**config.mk**
```make
export PLATFORM = sky130hd
export DESIGN_NAME = id_issue_buffer
export DESIGN_NICKNAME = d
export VERILOG_FILES = /design/src/rtl/id_issue_buffer_pkg.sv /design/src/rtl/id_issue_buffer_usage.sv /design/src/rtl/id_issue_buffer.sv
export SDC_FILE = /design/constraint.sdc
export NUM_CORES = 1
export LEC_CHECK = 0
export CELL_PAD_IN_SITES_DETAIL_PLACEMENT = 0
export CELL_PAD_IN_SITES_GLOBAL_PLACEMENT = 1
export CORE_ASPECT_RATIO = 1.5
export CORE_MARGIN = 10
export CORE_UTILIZATION = 40
export CTS_BUF_LIST = sky130_fd_sc_hd__clkbuf_4
export DETAILED_ROUTE_END_ITERATION = 6
export GPL_TIMING_DRIVEN = 0
export PLACE_DENSITY = 0.81
export SKIP_CTS_REPAIR_TIMING = 1
export SKIP_LAST_GASP = 1
export SLEW_MARGIN = 10
export SYNTH_ARGS = -nofsm -noshare
export SYNTH_HDL_FRONTEND = slang
export SYNTH_SLANG_ARGS = --single-unit
```
**constraint.sdc**
```tcl
create_clock -name clock -period 3.12 [get_ports clock]
set_input_delay 0.312 -clock clock [delete_from_list [all_inputs] [get_ports clock]]
set_output_delay 0.312 -clock clock [all_outputs]
set_load 0.05 [all_outputs]
```
**src/rtl/id_issue_buffer_pkg.sv**
```systemverilog
// Shared opcode constants and register-usage record for the ID issue buffer.
package id_issue_buffer_pkg;

    localparam logic [6:0] OPCODE_LOAD   = 7'b0000011;
    localparam logic [6:0] OPCODE_OPIMM  = 7'b0010011;
    localparam logic [6:0] OPCODE_AUIPC  = 7'b0010111;
    localparam logic [6:0] OPCODE_STORE  = 7'b0100011;
    localparam logic [6:0] OPCODE_OP     = 7'b0110011;
    localparam logic [6:0] OPCODE_LUI    = 7'b0110111;
    localparam logic [6:0] OPCODE_BRANCH = 7'b1100011;
    localparam logic [6:0] OPCODE_JALR   = 7'b1100111;
    localparam logic [6:0] OPCODE_JAL    = 7'b1101111;

    typedef struct packed {
        logic use_rs1;
        logic use_rs2;
        logic use_rd;
        logic is_load;
    } reg_usage_t;

endpackage

```
**src/rtl/id_issue_buffer_usage.sv**
```systemverilog
// Combinational decode of which register fields an RV32I instruction reads/writes.
module instr_reg_usage
    import id_issue_buffer_pkg::*;
#(
    parameter int REG_AW = 5
) (
    input  logic [31:0]       instr,
    output reg_usage_t        usage,
    output logic [REG_AW-1:0] rs1,
    output logic [REG_AW-1:0] rs2,
    output logic [REG_AW-1:0] rd
);

    reg_usage_t dec_s;
    logic       unused_bits_s;

    assign rs1 = instr[15 +: REG_AW];
    assign rs2 = instr[20 +: REG_AW];
    assign rd  = instr[7 +: REG_AW];
    assign unused_bits_s = &{1'b0, instr};

    // Opcode class to field usage; x0 never counts as a use.
    always_comb begin
        dec_s = '0;
        case (instr[6:0])
            OPCODE_OP:     dec_s = '{use_rs1: 1'b1, use_rs2: 1'b1, use_rd: 1'b1, is_load: 1'b0};
            OPCODE_OPIMM:  dec_s = '{use_rs1: 1'b1, use_rs2: 1'b0, use_rd: 1'b1, is_load: 1'b0};
            OPCODE_LOAD:   dec_s = '{use_rs1: 1'b1, use_rs2: 1'b0, use_rd: 1'b1, is_load: 1'b1};
            OPCODE_JALR:   dec_s = '{use_rs1: 1'b1, use_rs2: 1'b0, use_rd: 1'b1, is_load: 1'b0};
            OPCODE_STORE:  dec_s = '{use_rs1: 1'b1, use_rs2: 1'b1, use_rd: 1'b0, is_load: 1'b0};
            OPCODE_BRANCH: dec_s = '{use_rs1: 1'b1, use_rs2: 1'b1, use_rd: 1'b0, is_load: 1'b0};
            OPCODE_JAL:    dec_s = '{use_rs1: 1'b0, use_rs2: 1'b0, use_rd: 1'b1, is_load: 1'b0};
            OPCODE_LUI:    dec_s = '{use_rs1: 1'b0, use_rs2: 1'b0, use_rd: 1'b1, is_load: 1'b0};
            OPCODE_AUIPC:  dec_s = '{use_rs1: 1'b0, use_rs2: 1'b0, use_rd: 1'b1, is_load: 1'b0};
            default:       dec_s = '0;
        endcase
        usage.use_rs1 = dec_s.use_rs1 & (rs1 != {REG_AW{1'b0}});
        usage.use_rs2 = dec_s.use_rs2 & (rs2 != {REG_AW{1'b0}});
        usage.use_rd  = dec_s.use_rd  & (rd  != {REG_AW{1'b0}});
        usage.is_load = dec_s.is_load;
    end

endmodule

```
**src/rtl/id_issue_buffer.sv**
```systemverilog
// Fetch-to-decode instruction FIFO with a per-register pending scoreboard gating issue.
module id_issue_buffer
    import id_issue_buffer_pkg::*;
#(
    parameter int DEPTH      = 4,
    parameter int XLEN       = 32,
    parameter int NUM_REGS   = 32,
    parameter int FORWARD_EN = 0,
    localparam int REG_AW    = $clog2(NUM_REGS),
    localparam int CNT_W     = $clog2(DEPTH + 1),
    localparam int PTR_W     = $clog2(DEPTH)
) (
    input  logic              clock,
    input  logic              reset,
    input  logic              in_valid,
    output logic              in_ready,
    input  logic [31:0]       in_instr,
    input  logic [XLEN-1:0]   in_pc,
    output logic              out_valid,
    input  logic              out_ready,
    output logic [31:0]       out_instr,
    output logic [XLEN-1:0]   out_pc,
    input  logic              wb_valid,
    input  logic [REG_AW-1:0] wb_addr,
    input  logic              flush,
    input  logic              kill_valid,
    input  logic [REG_AW-1:0] kill_rd,
    output logic [CNT_W-1:0]  occupancy,
    output logic              stall_op
);

    logic [31:0]         mem_instr_r [DEPTH];
    logic [XLEN-1:0]     mem_pc_r    [DEPTH];
    logic [PTR_W-1:0]    wr_ptr_r;
    logic [PTR_W-1:0]    rd_ptr_r;
    logic [CNT_W-1:0]    count_r;
    logic [NUM_REGS-1:0] pending_r;
    logic [NUM_REGS-1:0] pending_load_r;

    logic                empty_s;
    logic                full_s;
    logic                push_s;
    logic                pop_s;
    logic                hazard_s;
    logic [31:0]         head_instr_s;
    reg_usage_t          usage_s;
    logic [REG_AW-1:0]   rs1_s;
    logic [REG_AW-1:0]   rs2_s;
    logic [REG_AW-1:0]   rd_s;
    logic [NUM_REGS-1:0] clr_mask_s;
    logic [NUM_REGS-1:0] set_mask_s;

    function automatic logic [NUM_REGS-1:0] reg_onehot(input logic [REG_AW-1:0] idx,
                                                       input logic en);
        reg_onehot = en ? ({{(NUM_REGS-1){1'b0}}, 1'b1} << idx) : {NUM_REGS{1'b0}};
    endfunction

    // With forwarding only an outstanding load can stall a reader.
    function automatic logic raw_block(input logic used, input logic pend, input logic pend_load);
        raw_block = used & pend & ((FORWARD_EN == 0) | pend_load);
    endfunction

    assign empty_s      = (count_r == {CNT_W{1'b0}});
    assign full_s       = (count_r == CNT_W'(DEPTH));
    assign head_instr_s = mem_instr_r[rd_ptr_r];

    instr_reg_usage #(.REG_AW(REG_AW)) u_usage (
        .instr (head_instr_s),
        .usage (usage_s),
        .rs1   (rs1_s),
        .rs2   (rs2_s),
        .rd    (rd_s)
    );

    assign hazard_s = raw_block(usage_s.use_rs1, pending_r[rs1_s], pending_load_r[rs1_s])
                    | raw_block(usage_s.use_rs2, pending_r[rs2_s], pending_load_r[rs2_s])
                    | (usage_s.use_rd & pending_r[rd_s]);

    assign in_ready  = ~full_s;
    assign out_valid = ~empty_s & ~hazard_s & ~flush;
    assign stall_op  = ~empty_s & hazard_s;
    assign occupancy = count_r;
    assign push_s    = in_valid & ~full_s & ~flush;
    assign pop_s     = out_valid & out_ready;

    // Head presentation, zeroed when nothing is buffered.
    always_comb begin
        if (empty_s) begin
            out_instr = 32'h0;
            out_pc    = {XLEN{1'b0}};
        end else begin
            out_instr = head_instr_s;
            out_pc    = mem_pc_r[rd_ptr_r];
        end
    end

    // Issue set is applied after clears so it wins on a collision.
    assign clr_mask_s = reg_onehot(wb_addr, wb_valid & (wb_addr != {REG_AW{1'b0}}))
                      | reg_onehot(kill_rd, flush & kill_valid & (kill_rd != {REG_AW{1'b0}}));
    assign set_mask_s = reg_onehot(rd_s, pop_s & usage_s.use_rd);

    // FIFO storage, pointers and entry count.
    always_ff @(posedge clock or negedge reset) begin
        if (!reset) begin
            wr_ptr_r <= {PTR_W{1'b0}};
            rd_ptr_r <= {PTR_W{1'b0}};
            count_r  <= {CNT_W{1'b0}};
            for (int i = 0; i < DEPTH; i++) begin
                mem_instr_r[i] <= 32'h0;
                mem_pc_r[i]    <= {XLEN{1'b0}};
            end
        end else if (flush) begin
            wr_ptr_r <= {PTR_W{1'b0}};
            rd_ptr_r <= {PTR_W{1'b0}};
            count_r  <= {CNT_W{1'b0}};
        end else begin
            if (push_s) begin
                mem_instr_r[wr_ptr_r] <= in_instr;
                mem_pc_r[wr_ptr_r]    <= in_pc;
                wr_ptr_r              <= wr_ptr_r + PTR_W'(1);
            end
            if (pop_s) begin
                rd_ptr_r <= rd_ptr_r + PTR_W'(1);
            end
            case ({push_s, pop_s})
                2'b10:   count_r <= count_r + CNT_W'(1);
                2'b01:   count_r <= count_r - CNT_W'(1);
                default: count_r <= count_r;
            endcase
        end
    end

    // Register scoreboard; bit 0 can never be set because x0 is never a use.
    always_ff @(posedge clock or negedge reset) begin
        if (!reset) begin
            pending_r      <= {NUM_REGS{1'b0}};
            pending_load_r <= {NUM_REGS{1'b0}};
        end else begin
            pending_r      <= (pending_r & ~clr_mask_s) | set_mask_s;
            pending_load_r <= (pending_load_r & ~clr_mask_s & ~set_mask_s)
                            | (usage_s.is_load ? set_mask_s : {NUM_REGS{1'b0}});
        end
    end

endmodule
```
==> results.py <==
metrics = {
    "run_status": {
        "status": "complete, but fails checks",
        "violations": "negative setup slack",
    },
    "critical_path": {
        "required_ns": 2.81,
        "rr_worst_depth": 19,
        "crit_path_start": "rd_ptr_r[0]",
        "arrival_ns": 3.61,
        "endpoint": "out_valid",
        "path_class": "register to output port",
        "r2r_end": "occupancy[2]",
        "crit_fanout": 7,
        "r2r_slack_ns": -0.71,
        "reg2reg_from": "rd_ptr_r[0]",
        "cp-end-kind": "output port",
        "start_kind": "register",
    },
    "placed_design": {
        "port_buffers": 147,
        "dp_hpwl_mm": 29.31,
        "place_inst": 1728,
        "gp_congestion": 0.9050,
    },
    "synthesis": {
        "synth_cell_type_count": 53,
        "async_reset_ff_share_pct": 100.0,
        "ys_ff_latch": 295,
        "ys_top_cells_by_area": "dfrtp_1 (50%), mux2_2 (20%), mux4_2 (9.8%)",
        "synth_nets": 1181,
        "synth_area_um2": 14740,
        "ys.warnings.count": 0,
        "seq_area_frac_synth_pct": 50.08,
        "synth_edf_count": 0,
        "syn-instance-count": 1095,
        "synth.most_common_cell": "dfrtp_1",
        "synth_ff_type": "dfrtp_1",
        "synth_area_per_cell_um2": 13.46,
        "synthTopCellsByCount": "dfrtp_1 (295), mux2_2 (259), nor2b_1 (66)",
        "yosysTopAreaCellShare_pct": 50.08,
        "synth_top_cell_by_area": "dfrtp_1",
    },
    "power": {
        "comb_power_share_pct": 53.0,
        "irDropWorstVdd_uv": 744.8,
        "p_seq_share_pct": 30.3,
        "clockPowerShare_pct": 16.6,
        "netSwitchingFraction_pct": 39.07,
        "power_switching_mw": 7.685,
        "powerDensity_nw_per_um2": 1025,
        "fin_total_pwr_mw": 19.67,
        "p_int_mw": 11.99,
        "leakagePower_nw": 8.658,
    },
    "cts": {
        "h-tree-depth": 3,
        "cts_root_buf": "clkbuf_4",
        "clk_path_buf_depth": 3,
        "clock_sinks": 295,
        "path_clk_slew_ns": 0.06,
        "tritoncts": "yes",
        "clk_latency_ns": 0.75,
        "cts_made_buffers": 72,
    },
    "drt": {
        "drc": 0,
        "vias": 10417,
        "wire_per_inst_um": 21.99,
        "detail-route-antenna-nets": 0,
        "drt-total-wl_mm": 42.09,
        "first_pass_iters": 4,
        "viasPerCell": 5.443,
        "dr.first_iter.drc_count": 369,
    },
    "sta": {
        "slew_viol_final": 0,
        "period_share_pct": 125.8,
        "finalSetupViolCount": 77,
        "rsz0062_at_grt": "yes",
        "tightest_slew_ns": 0.7682,
        "clock.fmax_mhz": 254.8,
        "setup_slack_ns": -0.8054,
        "skew_ns": 0.05314,
        "hold_ws_ns": 0.1364,
        "setup_tns_ns": -24.57,
        "min_period_ns": 3.925,
        "hold_viol": 0,
        "slew-limit-headroom_pct": 48.79,
    },
    "grt": {
        "grt_remaining_overflow": 0,
        "grt_usage_pct": 17.98,
        "antenna_found_initial": 4,
        "grt_pass1_vias": 11281,
        "grt_max_degree": 106,
        "grt_pass1_wl_mm": 62.87,
    },
    "worst_hold_path": {
        "min_path_type": "input port to register",
    },
    "final_layout": {
        "finalNonFillerCells": 1914,
        "areaGrowthSynthToFinish_pct": 30.20,
        "final_layout_size_suffix_gt1_share_pct": 46.05,
        "post-route-util_pct": 52.46,
        "nNetsFinal": 1462,
    },
    "floorplanning": {
        "start_util_pct": 40.29,
        "dieArea_um2": 45080,
        "die_w_um": 176.7,
        "fp.coreArea_um2": 36590,
        "rows": 86,
        "die_h_um": 255.1,
        "num_io_pins": 151,
    },
    "run": {
        "max-cap-violations": 0,
    },
}
[how the worst min path moves through the flow]
stage	cells past startpoint	start	slack, ns	endpoint
after floorplan	0	reset	0.02	mem_instr_r[0]
after global routing	4	wb_addr[1]	0.13	pending_r[3]
after CTS	1	reset	-0.42	mem_pc_r[5]
after global placement	1	mem_instr_r[46]	0.48	mem_instr_r[46]
after detailed placement	1	reset	0.36	mem_pc_r[5]
final	4	wb_addr[1]	0.14	pending_r[3]
[flip-flops by register name, summed over array words and instances, names as in the netlist]
| register | flops |
|---|---|
| rd_ptr_r | 2 |
| pending_r | 32 |
| mem_instr_r | 128 |
| mem_pc_r | 128 |
| wr_ptr_r | 2 |
| occupancy | 3 |
[logic make-up after synthesis]
group                    share of synthesized area, %
adder cells (fa/ha/maj)                        0.4754
multiplexers                                    34.13
XOR/XNOR                                       0.1698
buffers and inverters                           2.182
AO/OA/AOI/OAI                                   4.847
flip-flops                                      50.08
AND/OR/NAND/NOR                                 8.107
[worst max-delay path, stage by stage (launching register included)]
cell	delay, ns
dfrtp_1	0.37
buf_8	0.16
buf_12	0.12
mux4_2	0.50
buf_6	0.16
buf_12	0.14
mux2i_2	0.20
nand3_1	0.10
nand4_1	0.08
nand4_1	0.16
a211oi_4	0.39
o21a_1	0.23
and2_4	0.16
buf_8	0.14
[power by group through the flow]
stage / clock network [mW] / registers, mW / logic [mW]
floorplan: 0 / 5.79 / 6.19
global placement: 0 / 5.94 / 8.50
detailed placement: 0 / 6.02 / 8.62
CTS: 3.38 / 5.95 / 8.65
global route: 3.57 / 6.14 / 11.0
finish: 3.27 / 5.97 / 10.4
[layer usage]
layer	share of wire (%)	vias to the layer above	global-route usage, %
met5	0.076	-	0
met4	4.6	6	9.463
met3	5.4	124	4.591
met2	55	274	32.86
met1	35	5362	18.44
li1	-	4651	-
[final cells by class]
| type | instances | area, µm² |
|---|---|---|
| Antenna cell | 1 | 2.502 |
| Buffer | 65 | 495.5 |
| Clock buffer | 104 | 780.7 |
| Clock inverter | 23 | 147.6 |
| Fill cell | 3209 | 17390 |
| Inverter | 7 | 31.28 |
| Multi-Input combinational cell | 728 | 7471 |
| Sequential cell | 295 | 7382 |
| Tap cell | 484 | 605.6 |
| Timing Repair Buffer | 207 | 2275 |
[cell usage in the layout, fill, tap and decap left out, types with 9 or more instances in the layout]
cell type        count
clkinv_1            15
nand2b_1            20
buf_4               37
a21oi_1             18
clkbuf_4           109
nor2b_1             25
clkdlybuf4s50_1     80
dlymetal6s2s_1      13
clkbuf_2            12
nand2_1             39
clkbuf_1            31
nor2_1              36
mux2i_1             59
o21ai_1             10
nand3_1             13
nor2b_4             41
mux2_2             259
o21ai_0             24
buf_8               17
dfrtp_1            295
buf_12              15
buf_6               51
mux4_2              65
a21o_1              13
o221ai_1             9
[through the flow]
| step | instance area (µm²) | setup WS, ns |
|---|---|---|
| 2_1_floorplan | 14780 | -0.2050 |
| 3_3_place_gp | 16860 | -10.75 |
| 3_5_place_dp | 16920 | -1.141 |
| 4_1_cts | 17840 | -1.857 |
| 5_1_grt | 19190 | -0.9715 |
| 6_report | 19190 | -0.8054 |
(Power assumes the default switching activity.)
